`config.mk`:
```
export PLATFORM = sky130hd
export DESIGN_NAME = topk_collector
export DESIGN_NICKNAME = d
export VERILOG_FILES = /design/src/rtl/topk_collector.sv
export SDC_FILE = /design/constraint.sdc
export NUM_CORES = 1
export LEC_CHECK = 0
export ABC_CLOCK_PERIOD_IN_PS = 14220
export CAP_MARGIN = 30
export CORE_ASPECT_RATIO = 2
export CORE_MARGIN = 2
export CORE_UTILIZATION = 40
export DETAILED_ROUTE_END_ITERATION = 6
export PLACE_DENSITY_LB_ADDON = 0.08
export SLEW_MARGIN = 20
export SYNTH_ARGS = -nofsm -noshare
export SYNTH_HDL_FRONTEND = slang
export SYNTH_SLANG_ARGS = --single-unit
export TNS_END_PERCENT = 30
```
`constraint.sdc`:
```
create_clock -name clk_in -period 14.22 [get_ports clk_in]
set_clock_uncertainty 0.05 [all_clocks]
set_input_delay 3.555 -clock clk_in [delete_from_list [all_inputs] [get_ports clk_in]]
set_output_delay 3.555 -clock clk_in [all_outputs]
set_load 0.05 [all_outputs]
```
`src/rtl/topk_collector.sv`:
```
// Streaming top-K collector: keeps the K nearest unique vertices sorted by
// squared distance and presents them in parallel once the search reports done.
module topk_collector #(
  parameter int K          = 5,
  parameter int ADDR_WIDTH = 32,
  parameter int DIST_WIDTH = 32
) (
  input  logic                             clk_in,
  input  logic                             rst_in,
  input  logic                             start_in,
  input  logic [ADDR_WIDTH-1:0]            cand_addr_in,
  input  logic [DIST_WIDTH-1:0]            cand_dist_in,
  input  logic                             cand_valid_in,
  output logic                             ready_out,
  input  logic                             done_in,
  output logic [K-1:0][ADDR_WIDTH-1:0]     top_k_out,
  output logic [K-1:0][DIST_WIDTH-1:0]     top_k_dist_out,
  output logic [$clog2(K+1)-1:0]           count_out,
  output logic                             valid_out,
  output logic                             busy_out
);
  localparam int CW = $clog2(K+1);

  typedef enum logic [1:0] {S_IDLE, S_COLLECT, S_DONE} state_t;

  state_t                        r_state, w_next;
  logic [K-1:0][ADDR_WIDTH-1:0]  r_addr;
  logic [K-1:0][DIST_WIDTH-1:0]  r_dist;
  logic [CW-1:0]                 r_count, w_pos;
  logic                          r_pend, r_done_lat, r_valid;
  logic [ADDR_WIDTH-1:0]         r_pend_addr;
  logic [DIST_WIDTH-1:0]         r_pend_dist;
  logic                          w_ready, w_hs, w_dup, w_ins, w_done_req;

  // Once done is latched no further candidates are taken; only the pending one drains.
  assign w_ready    = (r_state == S_COLLECT) && !r_pend && !r_done_lat;
  assign w_hs       = cand_valid_in && w_ready;
  assign w_done_req = done_in || r_done_lat;

  // Insert position = occupied slots whose dist <= candidate (stable on ties).
  always_comb begin
    w_dup = 1'b0;
    w_pos = '0;
    for (int i = 0; i < K; i++) begin
      if (CW'(i) < r_count) begin
        if (r_addr[i] == r_pend_addr) w_dup = 1'b1;
        if (r_dist[i] <= r_pend_dist) w_pos = w_pos + CW'(1);
      end
    end
  end

  assign w_ins = (r_state == S_COLLECT) && r_pend && !w_dup && (w_pos != CW'(K));

  always_comb begin
    w_next = r_state;
    if (start_in)
      w_next = S_COLLECT;
    else if (r_state == S_COLLECT && w_done_req && !r_pend && !w_hs)
      w_next = S_DONE;
  end

  always_ff @(posedge clk_in or negedge rst_in) begin
    if (!rst_in) r_state <= S_IDLE;
    else         r_state <= w_next;
  end

  always_ff @(posedge clk_in or negedge rst_in) begin
    if (!rst_in) begin
      r_pend      <= 1'b0;
      r_pend_addr <= '0;
      r_pend_dist <= '0;
      r_done_lat  <= 1'b0;
      r_count     <= '0;
      r_valid     <= 1'b0;
    end else begin
      r_valid <= (w_next == S_DONE) && (r_state != S_DONE);
      if (start_in) begin
        r_pend     <= 1'b0;
        r_done_lat <= 1'b0;
        r_count    <= '0;
      end else begin
        if (w_hs) begin
          r_pend      <= 1'b1;
          r_pend_addr <= cand_addr_in;
          r_pend_dist <= cand_dist_in;
        end else if (r_pend) begin
          r_pend <= 1'b0;
        end
        if (w_next == S_DONE)
          r_done_lat <= 1'b0;
        else if (r_state == S_COLLECT && done_in)
          r_done_lat <= 1'b1;
        if (w_ins && r_count != CW'(K))
          r_count <= r_count + CW'(1);
      end
    end
  end

  // Slots above the insert point shift down by one; the old last slot falls off.
  always_ff @(posedge clk_in or negedge rst_in) begin
    if (!rst_in) begin
      r_addr <= '0;
      r_dist <= '1;
    end else if (start_in) begin
      r_addr <= '0;
      r_dist <= '1;
    end else if (w_ins) begin
      for (int i = 0; i < K; i++) begin
        if (w_pos == CW'(i)) begin
          r_addr[i] <= r_pend_addr;
          r_dist[i] <= r_pend_dist;
        end else if (w_pos < CW'(i)) begin
          r_addr[i] <= r_addr[(i == 0) ? 0 : i-1];
          r_dist[i] <= r_dist[(i == 0) ? 0 : i-1];
        end
      end
    end
  end

  assign ready_out      = w_ready;
  assign busy_out       = (r_state == S_COLLECT);
  assign valid_out      = r_valid;
  assign count_out      = r_count;
  assign top_k_out      = r_addr;
  assign top_k_dist_out = r_dist;
endmodule

```
==> flow_summary_export.csv, run 1 <==
group,metric,value,unit
status,outcome,"finished, final reports clean",
cts,clk_path_buf_depth,3,
pwr,powerDensity,160.7,nW/um^2
cells_and_area,drive_above_1_share,0.1053,
sta,tightestPinTransition,1069,ps
worst_setup_path,slowest_stage,"buf_4",
hold_path,min_path_type,"reg -> reg",
cts,cts_tree,"done",
worst_setup_path,cp.required,14650,ps
pwr,power,4.671,mW
drt,routed_via_density,6.080,
sta,fmax,0.1244,GHz
global_route,gr-total-overflow,0,
floorplan,die_x,174.2,um
cts,h-tree-depth,2,
synthesis,synth.avg_cell_area,9.532,sq um
hold_path,worstHoldEndpoint,"top_k_dist_out[18]",
worst_setup_path,critPathBufInv,4,
drt,drt_wl_total,100.7,mm
placement,io_buffers,394,
synthesis,synth-seq-cells,392,
sta,finalSetupViolCount,0,
placement,finalWeightedCongestion,0.9327,
cts,postCtsHoldBufs,0,
cells_and_area,final_cell_count_no_fill,3509,
worst_setup_path,r2r-end,"top_k_dist_out[61]",
drt,vias,21330,
floorplan,die-area,59990,sq um
worst_setup_path,slowest_delay,680,ps
cells_and_area,area_growth_syn_to_layout,25.43,%
cells_and_area,multi_input_area,12210,sq um
worst_setup_path,critical_path_arrival,8470,ps
hold_path,worstHoldPathCells,2,
drt,drt-pass1-iter-count,6,
synthesis,synthFlopType,"dfrtp_1",
sta,rsz0062_at_grt,"no",
synthesis,yosysUniqueCellTypes,67,
sta,maxSlewViolCount,0,
cells_and_area,num-fill-cells,5289,
sta,fin_crit,8036,ps
pwr,p_seq_frac,0.363,
cts,clk_latency,580,ps
pwr,power.share.clock,0.238,
global_route,grt_pass1_wl,147.1,mm
worst_setup_path,ff2ff_path_depth,31,
drt,route.detailed.drc,0,
worst_setup_path,worst_path_dominant_cell_family,"compound AO/OA/AOI/OAI gates",
drt,drt_iter0_drc,1505,
cells_and_area,final_cell_mix,"clkdlybuf4s50_1 (392), nand2_1 (260), dfrtp_1 (232)",
pwr,p_sw,2.104,mW
cts,cts_root_buf,"clkbuf_16",
worst_setup_path,critPathKind,"reg -> reg",
worst_setup_path,critPathCaptureType,"register",
cells_and_area,antennaDiodeCount,0,
drt,ant_nets,0,
hold_path,hp-start,"top_k_dist_out[18]",
synthesis,yosys-top-cells-area,"dfrtp_1 (25%), dfstp_2 (18%), ha_1 (9.0%), mux2i_1 (5.5%), nand2_1 (4.2%)",
worst_setup_path,reg2reg_slack,6180,ps
cts,clock_sinks,392,
synthesis,ys_seq_area_frac,0.4320,
floorplan,die_h,344.4,um
cts,post-cts-setup-buffer-count,0,
floorplan,initial_utilization,0.4048,
floorplan,coreArea,57250,sq um
cells_and_area,regArea,10010,sq um
synthesis,synthDominantCellAreaShare,0.2505,
cells_and_area,final_nets,2958,
synthesis,synthArstFlopShare,1.000,
drt,wire_per_inst,28.69,um
floorplan,num_rows,124,
global_route,grt_pass1_vias,21500,
cts,cts_resized,0,
pwr,power_leakage,12.15,nW
synthesis,yosys.area.top_type,"dfrtp_1",
synthesis,synthCells,2431,
global_route,antenna_found_initial,3,
pwr,internal_power,2.567,mW
global_route,globalRouteTotalUtil,0.3304,
cells_and_area,final_common_cell,"clkdlybuf4s50_1",
synthesis,synth_edf_count,0,
sta,post-route-period-util,0.5651,
pwr,vdd_ir_drop_max,0.1461,mV
worst_setup_path,cp-start-kind,"register",
sta,hold_viol_final,0,
job,cap_violations,0,
sta,relSlewSlack,0.2874,
sta,whs,478.8,ps
synthesis,syn_nets,2666,
worst_setup_path,critPathMaxFanout,44,
floorplan,io_pins,395,
pwr,combPwrFrac,0.400,
worst_setup_path,timing.rr.start,"r_pend_dist[1]",
global_route,grt_max_degree,109,
cts,numCtsBuffers,40,
synthesis,yosys_warnings,0,
synthesis,syn-cell-area,23170,sq um
sta,fin_setup_tns,0,ps
cts,clk_pin_slew_worst_paths,70,ps
placement,place_hpwl,72.87,mm
placement,placed_cells,3435,
pwr,p_sw_frac,0.4504,
worst max path at each step:
stage,from,cells after the start,slack (ps),endpoint
after floorplan,top_k_dist_out[57],29,8120,top_k_out[135]
after global placement,r_pend_dist[1],30,6000,top_k_dist_out[41]
after detailed placement,r_pend_dist[1],30,6090,top_k_dist_out[83]
after global routing,r_pend_dist[1],31,5900,top_k_dist_out[55]
final,r_pend_dist[1],31,6180,top_k_dist_out[61]
after CTS,r_pend_dist[1],30,6090,top_k_dist_out[75]
synthesized netlist by cell type (3+ instances only):
| cell | n |
|---|---|
| nand2_1 | 261 |
| dfrtp_1 | 232 |
| nor3_1 | 174 |
| ha_1 | 166 |
| dfstp_2 | 160 |
| a21oi_1 | 156 |
| nor2_1 | 154 |
| mux2i_1 | 128 |
| nor4_1 | 121 |
| clkbuf_1 | 95 |
| xnor2_1 | 89 |
| buf_2 | 76 |
| a211oi_1 | 70 |
| xor2_1 | 69 |
| o21ai_0 | 68 |
| nand4_1 | 55 |
| inv_1 | 49 |
| a21o_1 | 42 |
| o211ai_1 | 34 |
| o22ai_1 | 33 |
| a22o_1 | 32 |
| a22oi_1 | 32 |
| nand3_1 | 23 |
| nor2b_1 | 18 |
| nand2b_1 | 10 |
| buf_1 | 7 |
| buf_4 | 7 |
| o21a_1 | 5 |
| a221oi_1 | 4 |
| and4_1 | 4 |
| and2_1 | 3 |
| buf_6 | 3 |
| nor2_2 | 3 |
| or3_1 | 3 |
| or4_1 | 3 |
worst register-to-register path: cells and delay by family, from the launching register on:
kind            cells  cell delay, ps
mux                 1             330
fa+ha+maj           5            1360
flops               1             410
buf+inv             4            1390
simple gates        9            1790
compound gates     11            2020
xor+xnor            1             600
through the flow:
step	utilization	worst slack (ps)	area (sq um)
after floorplan	-	8120	23170
after global placement	0.4818	6001	27590
after detailed placement	0.4844	6092	27730
after CTS	0.5071	6091	29030
after global routing	0.5077	5901	29060
final	0.5077	6184	29060
cells by family (layout without fill, tap and decap cells):
| group | Yosys count | in the layout | synth area share |
|---|---|---|---|
| and+or+nand+nor | 841 | 841 | 0.1737 |
| AOI/OAI and AO/OA | 502 | 502 | 0.1409 |
| DFF | 392 | 392 | 0.4320 |
| buffers and inverters | 239 | 561 | 0.04492 |
| adders and majority gates | 166 | 166 | 0.08963 |
| xor gates and xnor gates | 161 | 161 | 0.06269 |
| muxes | 130 | 130 | 0.05626 |
sequential cells by signal, summed over array words and instances, names as in the netlist:
name / cells
count_out: 3
valid_out: 1
r_state: 2
top_k_dist_out: 160
r_pend: 1
r_pend_addr: 32
top_k_out: 160
r_pend_dist: 32
r_done_lat: 1
routing by layer:
metal	wire, um	part of all wire	vias to the layer above	GRT usage
met4	8185	0.081	6	0.2304
met3	6417	0.064	329	0.05688
met1	34700	0.34	10510	0.3523
met5	29	0.00029	-	0
met2	51330	0.51	1059	0.5910
li1	-	-	9426	-
power groups by stage:
stage	clock network [mW]	registers (mW)	logic, mW
after floorplan	0	1.65	1.11
after global placement	0	1.70	1.81
after detailed placement	0	1.70	1.84
after CTS	1.13	1.68	1.86
after global routing	1.16	1.69	2.04
final	1.11	1.69	1.87
layout make-up:
type                            instances  area share
Multi-Input combinational cell       1800      0.4202
Clock inverter                         10    0.004305
Tap cell                              756     0.03255
Sequential cell                       392      0.3444
Inverter                               51    0.006630
Clock buffer                           62     0.04042
Timing Repair Buffer                  438      0.1515
Note: power is estimated with default switching activity, not from simulation.
==> run 2, diff against run 1 <==
--- a/config.mk
+++ b/config.mk
@@ -5,7 +5,7 @@
 export SDC_FILE = /design/constraint.sdc
 export NUM_CORES = 1
 export LEC_CHECK = 0
-export ABC_CLOCK_PERIOD_IN_PS = 14220
+export ABC_CLOCK_PERIOD_IN_PS = 7200
 export CAP_MARGIN = 30
 export CORE_ASPECT_RATIO = 2
 export CORE_MARGIN = 2
==> constraint.sdc (replaced) <==
create_clock -name clk_in -period 7.2 [get_ports clk_in]
set_clock_uncertainty 0.05 [all_clocks]
set_input_delay 1.8 -clock clk_in [delete_from_list [all_inputs] [get_ports clk_in]]
set_output_delay 1.8 -clock clk_in [all_outputs]
set_load 0.05 [all_outputs]
==> run 2 against run 1 <==
- worst setup slack got worse by 5700 ps
- combinational power is 100% higher
- die area stayed put
- sequential share of layout area is 0.59 points lower
- fmax increased by 19%
- routed wire length is 2.5% lower
- cell count is 0.91% higher
- clock power is 120% higher
- sequential power grew 95%
- critical path depth decreased by 3
- worst hold slack got worse by 47 ps
- register-to-register slack worse by 5700 ps
- critical path type unchanged
- largest cell class unchanged
==> flow_summary_export.csv, run 2 (synthesis results as in run 1) <==
group,metric,value,unit
placement,io_buffers,394,
pwr,p_sw,4.172,mW
worst_setup_path,critPathKind,"reg -> reg",
placement,place_hpwl,71.48,mm
sta,maxSlewViolCount,0,
drt,drt_iter0_drc,1641,
cts,cts_tree,"done",
pwr,power,9.521,mW
global_route,gr-total-overflow,0,
worst_setup_path,cp-start-kind,"register",
cells_and_area,final_nets,2991,
sta,rsz0062_at_grt,"no",
drt,drt-pass1-iter-count,6,
cells_and_area,fin_area,29570,sq um
sta,hold_viol_final,0,
hold_path,min_path_type,"reg -> reg",
cts,clock_sinks,392,
cells_and_area,drive_above_1_share,0.1189,
global_route,grt_max_degree,145,
pwr,power_leakage,12.41,nW
pwr,combPwrFrac,0.401,
sta,post-route-period-util,0.9379,
worst_setup_path,critical_path_arrival,7170,ps
cells_and_area,multi_input_area,12200,sq um
global_route,globalRouteTotalUtil,0.3222,
floorplan,coreArea,57250,sq um
cells_and_area,regArea,10010,sq um
floorplan,num_rows,124,
cells_and_area,antennaDiodeCount,0,
status,outcome,"finished, final reports clean",
floorplan,die-area,59990,sq um
global_route,antenna_found_initial,0,
pwr,p_seq_frac,0.346,
pwr,power.share.clock,0.253,
floorplan,die_x,174.2,um
sta,fin_crit,6753,ps
worst_setup_path,path_common_cell,"ha_1",
sta,finalSetupViolCount,0,
sta,relSlewSlack,0.3150,
worst_setup_path,slowest_delay,560,ps
cts,postCtsHoldBufs,0,
pwr,internal_power,5.349,mW
sta,fin_setup_tns,0,ps
cts,numCtsBuffers,41,
worst_setup_path,slowest_stage,"dfstp_2",
drt,ant_nets,0,
cells_and_area,final_util,0.5165,
cts,clk_pin_slew_worst_paths,70,ps
global_route,grt_pass1_wl,144.0,mm
cts,h-tree-depth,2,
global_route,grt_pass1_vias,21490,
cells_and_area,final_cell_mix,"clkdlybuf4s50_1 (392), nand2_1 (260), dfrtp_1 (232)",
sta,fmax,0.1481,GHz
drt,wire_per_inst,27.71,um
floorplan,initial_utilization,0.4048,
placement,placed_cells,3467,
floorplan,io_pins,395,
placement,post_dp_cell_area,28040,sq um
worst_setup_path,cp.required,7620,ps
pwr,vdd_ir_drop_max,0.2956,mV
worst_setup_path,critPathCaptureType,"register",
drt,route.detailed.drc,0,
cts,clk_latency,570,ps
cells_and_area,final_cell_count_no_fill,3541,
job,cap_violations,0,
sta,tightestPinTransition,1021,ps
cells_and_area,num-fill-cells,5243,
drt,drt_wl_total,98.14,mm
cells_and_area,final_common_cell,"clkdlybuf4s50_1",
pwr,powerDensity,322.0,nW/um^2
cts,clk_path_buf_depth,3,
drt,vias,21200,
cts,cts_root_buf,"clkbuf_16",
drt,routed_via_density,5.986,
placement,finalWeightedCongestion,0.9319,
floorplan,die_h,344.4,um
cells_and_area,area_growth_syn_to_layout,27.61,%
pwr,p_sw_frac,0.4382,
worst_setup_path,critPathMaxFanout,32,
[run 2: changes by cell type in the layout (fill, tap and decap cells not counted), sizes merged]
cell	change
clkinvlp	+2
bufinv	+5
buf	+32
clkbuf	-6
clkinv	-1
[run 2: repair_timing]
action / CTS / global route
setup buffers: 0 / 0
setup endpoints to repair: 0 / 162
gates resized for setup: 0 / 3
endpoints found under the hold margin: 0 / 0
[run 2: power groups by stage]
stage          combinational, mW  sequential [mW]  clock (mW)
6_report                    3.81             3.30        2.41
5_1_grt                     4.16             3.31        2.51
4_1_cts                     3.80             3.27        2.44
3_5_place_dp                3.78             3.30           0
3_3_place_gp                3.71             3.30           0
2_1_floorplan               2.19             3.26           0
[run 2: worst max-delay path: cells and delay by family (launching register included)]
| kind | cells | cell delay (ps) |
|---|---|---|
| compound gates | 11 | 1710 |
| xor+xnor | 1 | 540 |
| fa+ha+maj | 5 | 1240 |
| buf+inv | 3 | 710 |
| flops | 1 | 560 |
| mux | 1 | 280 |
| simple gates | 7 | 1560 |
[run 2: worst paths after layout]
kind                       depth (start not counted)          startpoint            endpoint  slack, ps
min in group asynchronous                          1              rst_in      r_pend_dist[9]       1130
hold / removal                                     2     r_pend_addr[15]     r_pend_addr[15]        430
hold reg to reg                                    2     r_pend_addr[15]     r_pend_addr[15]        430
setup / recovery                                  28  top_k_dist_out[57]  top_k_dist_out[90]        450
setup reg to reg                                  28  top_k_dist_out[57]  top_k_dist_out[90]        450
max in group asynchronous                          2              rst_in      top_k_out[148]       4740
[run 2: cell type report]
cell class,instances,area share
well taps,756,0.03199
clock inverters,16,0.009647
repair buffers,470,0.1608
flip-flops and latches,392,0.3385
inverters,51,0.006516
clock buffers,56,0.03998
multi-input cells,1800,0.4126
[run 2: stage by stage]
stage                     hold WS (ps)  setup slack, ps
final                            431.5            447.1
after detailed placement         414.6            139.4
after global placement           411.5            201.2
after global routing             483.6            34.81
after CTS                        431.0            123.2
after floorplan                  434.7             1100
[run 2: routing by layer]
| metal | global-route usage | routed length (um) | vias up |
|---|---|---|---|
| li1 | - | - | 9481 |
| met1 | 0.3419 | 34150 | 10470 |
| met2 | 0.5746 | 49980 | 953 |
| met3 | 0.05600 | 5915 | 292 |
| met4 | 0.2321 | 8089 | 0 |
| met5 | 0 | 0 | - |
